File: src/rtl/commit_trace_buffer.sv
// Commit monitor: tags up to CHANNELS commits per cycle and queues them in a multi-push FIFO.
// Optional macro TRACE_TIMESTAMP_EN stores a free-running cycle count with every entry.
module commit_trace_buffer #(
   parameter int CHANNELS       = 2,
   parameter int DEPTH          = 16,
   parameter int HALT_REPEAT    = 1,
   parameter int TIMEOUT_CYCLES = 100000
) (
   input  logic                      clk,
   input  logic                      reset,
   input  logic [CHANNELS-1:0]       commit_valid,
   input  logic [2*CHANNELS-1:0]     commit_kind,
   input  logic [32*CHANNELS-1:0]    commit_pc,
   input  logic [5*CHANNELS-1:0]     commit_rd,
   input  logic [32*CHANNELS-1:0]    commit_data,
   input  logic [32*CHANNELS-1:0]    commit_addr,
   input  logic [4*CHANNELS-1:0]     commit_mbe,
   input  logic                      trace_ready,
   output logic                      trace_valid,
   output logic [1:0]                trace_kind,
   output logic [4:0]                trace_rd,
   output logic [3:0]                trace_mbe,
   output logic [31:0]               trace_pc,
   output logic [31:0]               trace_data,
   output logic [31:0]               trace_addr,
   output logic [31:0]               trace_order,
   output logic [31:0]               trace_time,
   output logic [$clog2(DEPTH):0]    count,
   output logic                      overflow,
   output logic [15:0]               drop_count,
   output logic                      halt,
   output logic                      timeout
);

   localparam int AW = $clog2(DEPTH);
   localparam int PW = AW + 1;

   typedef enum logic [1:0] {KIND_REG, KIND_LOAD, KIND_STORE, KIND_BRANCH} kind_t;

   typedef struct packed {
      logic [1:0]  kind;
      logic [4:0]  rd;
      logic [3:0]  mbe;
      logic [31:0] pc;
      logic [31:0] data;
      logic [31:0] addr;
      logic [31:0] order;
`ifdef TRACE_TIMESTAMP_EN
      logic [31:0] stamp;
`endif
   } entry_t;

   entry_t        mem [DEPTH];
   logic [PW-1:0] wr_ptr, rd_ptr;
   logic [31:0]   order_ctr, rep_ctr, idle_ctr;

   logic [PW-1:0] free, n_acc, n_drop;
   logic [CHANNELS-1:0] acc;
   logic [AW-1:0] slot     [CHANNELS];
   entry_t        wr_entry [CHANNELS];
   logic [31:0]   rep_next;
   logic          halt_next;
   logic          pop;
   logic [16:0]   drop_sum;
   logic [15:0]   drop_next;
   entry_t        head;

`ifdef TRACE_TIMESTAMP_EN
   logic [31:0] cycle_ctr;

   always_ff @(posedge clk or posedge reset) begin
      if (reset) cycle_ctr <= '0;
      else       cycle_ctr <= cycle_ctr + 32'd1;
   end
`endif

   // NOTE: blocking assignments here are deliberate; n_acc, rep_next and halt_next are running
   // totals that each later channel must see already updated by the earlier ones.
   always_comb begin
      free      = PW'(DEPTH) - count;
      n_acc     = '0;
      n_drop    = '0;
      acc       = '0;
      rep_next  = rep_ctr;
      halt_next = halt;
      for (int i = 0; i < CHANNELS; i++) begin
         slot[i]           = wr_ptr[AW-1:0] + n_acc[AW-1:0];
         wr_entry[i]       = '0;
         wr_entry[i].kind  = commit_kind[2*i +: 2];
         wr_entry[i].rd    = commit_rd[5*i +: 5];
         wr_entry[i].mbe   = commit_mbe[4*i +: 4];
         wr_entry[i].pc    = commit_pc[32*i +: 32];
         wr_entry[i].data  = commit_data[32*i +: 32];
         wr_entry[i].addr  = commit_addr[32*i +: 32];
         wr_entry[i].order = order_ctr + 32'(n_acc);
`ifdef TRACE_TIMESTAMP_EN
         wr_entry[i].stamp = cycle_ctr;
`endif
         // Once halt is reached (earlier cycle or lower channel) every later event is ignored.
         if (commit_valid[i] && !halt_next &&
             !(kind_t'(commit_kind[2*i +: 2]) == KIND_REG && commit_rd[5*i +: 5] == 5'd0)) begin
            if (n_acc < free) begin
               acc[i] = 1'b1;
               n_acc  = n_acc + PW'(1);
            end else begin
               n_drop = n_drop + PW'(1);
            end
            if (kind_t'(commit_kind[2*i +: 2]) == KIND_BRANCH &&
                commit_addr[32*i +: 32] == commit_pc[32*i +: 32]) begin
               rep_next = rep_next + 32'd1;
               if (rep_next >= 32'(HALT_REPEAT)) halt_next = 1'b1;
            end else begin
               rep_next = '0;
            end
         end
      end
   end

   assign pop       = trace_ready && (count != '0);
   assign drop_sum  = {1'b0, drop_count} + 17'(n_drop);
   assign drop_next = drop_sum[16] ? 16'hFFFF : drop_sum[15:0];

   always_ff @(posedge clk or posedge reset) begin
      if (reset) begin
         wr_ptr     <= '0;
         rd_ptr     <= '0;
         count      <= '0;
         order_ctr  <= '0;
         rep_ctr    <= '0;
         halt       <= 1'b0;
         overflow   <= 1'b0;
         drop_count <= '0;
         idle_ctr   <= '0;
         timeout    <= 1'b0;
      end else begin
         wr_ptr     <= wr_ptr + n_acc;
         if (pop) rd_ptr <= rd_ptr + PW'(1);
         count      <= count + n_acc - PW'(pop);
         order_ctr  <= order_ctr + 32'(n_acc);
         rep_ctr    <= rep_next;
         halt       <= halt_next;
         drop_count <= drop_next;
         if (n_drop != '0) overflow <= 1'b1;
         if (|commit_valid)                              idle_ctr <= '0;
         else if (idle_ctr != 32'(TIMEOUT_CYCLES))       idle_ctr <= idle_ctr + 32'd1;
         if (idle_ctr == 32'(TIMEOUT_CYCLES)) timeout <= 1'b1;
      end
   end

   // NOTE: storage has no reset; pointers and count alone define which entries are live,
   // so a reset discards the contents without clearing the array.
   always_ff @(posedge clk) begin
      for (int i = 0; i < CHANNELS; i++) begin
         if (acc[i]) mem[slot[i]] <= wr_entry[i];
      end
   end

   assign trace_valid = (count != '0);
   assign head        = trace_valid ? mem[rd_ptr[AW-1:0]] : '0;
   assign trace_kind  = head.kind;
   assign trace_rd    = head.rd;
   assign trace_mbe   = head.mbe;
   assign trace_pc    = head.pc;
   assign trace_data  = head.data;
   assign trace_addr  = head.addr;
   assign trace_order = head.order;
`ifdef TRACE_TIMESTAMP_EN
   assign trace_time  = head.stamp;
`else
   assign trace_time  = '0;
`endif

endmodule

File: config.mk
export PLATFORM = sky130hd
export DESIGN_NAME = commit_trace_buffer
export DESIGN_NICKNAME = d
export VERILOG_FILES = /design/src/rtl/commit_trace_buffer.sv
export SDC_FILE = /design/constraint.sdc
export NUM_CORES = 2
export LEC_CHECK = 0
export CAP_MARGIN = 10
export CORE_ASPECT_RATIO = 1.2
export CORE_MARGIN = 10
export CORE_UTILIZATION = 40
export CTS_BUF_LIST = sky130_fd_sc_hd__clkbuf_4 sky130_fd_sc_hd__clkbuf_8
export DETAILED_ROUTE_END_ITERATION = 10
export HOLD_SLACK_MARGIN = 0.03
export PLACE_DENSITY = 0.55
export SLEW_MARGIN = 20
export SYNTH_ARGS = -nofsm -noshare
export SYNTH_HDL_FRONTEND = slang
export SYNTH_SLANG_ARGS = --single-unit
File: constraint.sdc
create_clock -name clk -period 20 [get_ports clk]
set_input_delay 6 -clock clk [delete_from_list [all_inputs] [get_ports clk]]
set_output_delay 6 -clock clk [all_outputs]
set_load 0.005 [all_outputs]
==> results.json <==
{
  "status": "finished, final reports clean",
  "skew_ns": 0.09609,
  "cp_common_cell": "buf_4",
  "slowest_stage": "clkdlybuf4s50_1",
  "synth_edf_count": 2224,
  "cp-start-kind": "input port",
  "yosysTopAreaCellShare_pct": 53.54,
  "irDropWorstVdd_uv": 166.3,
  "drc": 0,
  "ys_seq_area_share_pct": 56.11,
  "rows": 224,
  "max_freq_mhz": 77.61,
  "globalRouteTotalUtil_pct": 27.64,
  "power.switching_mw": 7.537,
  "avgSynthCellArea_um2": 10.57,
  "n_fill_cell": 28330,
  "endpoint_kind": "register",
  "clockRootBuffer": "clkbuf_8",
  "synth_top_area_cell": "edfxtp_1",
  "clockPowerShare_pct": 21.8,
  "critPathMaxStageDelay_ns": 0.98,
  "via_per_inst": 5.842,
  "drt_wl_total_um": 478700,
  "grt_max_degree": 134,
  "cts.htree.levels": 5,
  "grt_pass1_wl_um": 672300,
  "clk_latency_ns": 1.07,
  "leakagePower_nw": 51.95,
  "multi_input_area_um2": 49830,
  "rsz0062_at_grt": "no",
  "synth_ff_type": "edfxtp_1",
  "portBuffers": 382,
  "place_area_um2": 130800,
  "utilization_pct": 44.66,
  "cts.repair.resized": 0,
  "initial_core_util_pct": 40.20,
  "cts-buffers-inserted": 399,
  "slew_violations": 0,
  "cp.arrival_ns": 13.75,
  "required_ns": 20.86,
  "path_cells": "clkdlybuf4s50_1 -> xor2_1 -> nor4_1 -> nand3_1 -> nor4_4 -> buf_4 -> nor2_1 -> a21oi_1 -> nor2_2 -> buf_4 -> o21ai_0 -> buf_4 -> ha_1 -> inv_1 -> fa_1 -> nor3_1 -> nand3_1 -> or3_1 -> or2_2 -> nor3_1 -> xor2_1",
  "drive_gt1_share_pct": 13.50,
  "ys_ff_latch": 2352,
  "async_flop_share_pct": 5.442,
  "finalHoldViolCount": 0,
  "p_comb_share_pct": 42.0,
  "path_clk_slew_ns": 0.06,
  "die-area_um2": 334700,
  "drv_cap": 0,
  "routedWlPerCell_um": 29.95,
  "synth_area_leaders": "edfxtp_1, nand2_1, mux4_2",
  "cell_internal_pwr_mw": 12.24,
  "period_needed_ns": 12.88,
  "drtIter0Drc": 13150,
  "dpl.hpwl_um": 258400,
  "setup_viol": 0,
  "relSlewSlack_pct": 19.77,
  "p_per_area_nw_per_um2": 142.8,
  "pwr-share-seq_pct": 36.2,
  "synthCells": 11800,
  "overflow": 0,
  "ctsHoldBuffers": 0,
  "final.setup.tns_ns": 0,
  "clockBufferDepth": 4,
  "final_common_cell": "nand2_1",
  "core_area_um2": 310300,
  "place_inst": 15230,
  "path_max_fanout": 46,
  "layout.nets": 11820,
  "layout.cells.non_filler": 15980,
  "seq_area_um2": 70000,
  "drtAntennaViolNets": 0,
  "gp_congestion": 0.8851,
  "tightest_slew_ns": 1.199,
  "antenna_found_initial": 116,
  "fp.dieH_um": 631.7,
  "p_sw_share_pct": 38.10,
  "grt_pass1_vias": 91460,
  "netlist_area_um2": 124700,
  "areaGrowthSynthToFinish_pct": 11.08,
  "cts_setup_buffers": 0,
  "period_share_pct": 64.42,
  "yosysWarnings": 0,
  "cts_sinks": 2352,
  "cts_tree": "yes",
  "first_pass_iters": 7,
  "die_w_um": 529.8,
  "via_count": 93360,
  "stdcell_area_um2": 138600,
  "critPathKind": "input port to register",
  "whs_ns": 0.4750,
  "pin_count": 415,
  "worstHoldPathType": "register to register",
  "yosysUniqueCellTypes": 82,
  "most-common-layout-cells": "nand2_1, edfxtp_1, mux4_2"
}
state kept, by name (all words and copies together), names as in the netlist:
name,count
mem,2224
idle_ctr,32
order_ctr,32
rep_ctr,32
drop_count,16
count,5
rd_ptr,4
wr_ptr,4
halt,1
overflow,1
timeout,1
cell usage after synthesis, drive strengths merged, types with 6 or more instances:
| library cell | count |
|---|---|
| a21boi | 6 |
| a21oi | 46 |
| a22oi | 8 |
| a31oi | 23 |
| and2 | 157 |
| and3 | 45 |
| and4 | 19 |
| and4b | 10 |
| buf | 571 |
| clkbuf | 681 |
| dfrtp | 128 |
| edfxtp | 2224 |
| ha | 30 |
| inv | 44 |
| mux2i | 16 |
| mux4 | 695 |
| nand2 | 5801 |
| nand2b | 10 |
| nand3 | 78 |
| nand4 | 72 |
| nand4b | 8 |
| nor2 | 119 |
| nor2b | 18 |
| nor3 | 44 |
| nor4 | 41 |
| o211ai | 10 |
| o21a | 7 |
| o21ai | 143 |
| o22ai | 24 |
| o31ai | 6 |
| or2 | 10 |
| or3 | 12 |
| or4 | 14 |
| xnor2 | 522 |
| xor2 | 76 |
cells by family (layout without fill, tap and decap cells):
logic type | after synthesis | after routing | share of synthesized area [%]
compound gates | 333 | 333 | 1.674
xor+xnor | 598 | 598 | 4.199
buf+inv | 1296 | 1330 | 4.328
fa+ha+maj | 34 | 34 | 0.3651
other cells | 1 | 81 | 0.003006
simple gates | 6469 | 6469 | 20.60
mux | 716 | 716 | 12.72
flops | 2352 | 2352 | 56.11
per-layer routing:
metal | vias up | track usage (%) | part of all wire (%) | routed length (µm)
met1 | 46190 | 35.51 | 36 | 173800
met4 | 76 | 13.27 | 5.1 | 24530
met2 | 6305 | 44.16 | 47 | 223800
li1 | 39450 | - | - | -
met3 | 1344 | 6.516 | 12 | 56070
met5 | - | 0 | 0.10 | 494
stage by stage:
stage	worst slack, ns	total power, mW
floorplan	1.456	12.18
global placement	6.134	15.40
detailed placement	6.223	15.53
CTS	7.250	19.81
global route	6.882	20.46
finish	7.116	19.78
area by class of cell:
| type | instances | share of cell area (%) |
|---|---|---|
| multi-input combinational | 8182 | 35.97 |
| tap | 4068 | 3.673 |
| timing repair buffer | 585 | 4.156 |
| inverter | 44 | 0.1282 |
| sequential | 2352 | 50.52 |
| clock inverter | 133 | 0.5472 |
| clock buffer | 568 | 4.920 |
| antenna | 49 | 0.08850 |
final timing paths:
path	from	slack, ns	endpoint	depth (start not counted)
min in group asynchronous	reset	5.44	idle_ctr[30]$_DFFE_PP0P_	2
max reg2reg	rep_ctr[4]$_DFF_PP0_	12.15	mem[4][82]$_DFFE_PP_	13
min	timeout$_DFFE_PP0N_	0.47	timeout$_DFFE_PP0N_	1
max	commit_addr[0]	7.12	order_ctr[28]$_DFF_PP0_	21
max in group asynchronous	reset	13.10	order_ctr[8]$_DFF_PP0_	3
min reg2reg	timeout$_DFFE_PP0N_	0.47	timeout$_DFFE_PP0N_	1
worst max-delay path, delay by kind of cell:
family	cells	cell delay [ns]
AND/OR/NAND/NOR	10	4.00
buffers and inverters	5	1.80
AO/OA/AOI/OAI	2	0.67
adder cells (fa/ha/maj)	2	0.66
XOR/XNOR	2	0.55
power groups by stage:
stage	sequential, mW	clock (mW)	combinational, mW
floorplan	7.59	0	4.59
global placement	7.25	0	8.16
detailed placement	7.30	0	8.23
CTS	7.20	4.35	8.26
global route	7.24	4.56	8.66
finish	7.16	4.31	8.31
No activity file was read; power rests on OpenSTA's default activity.
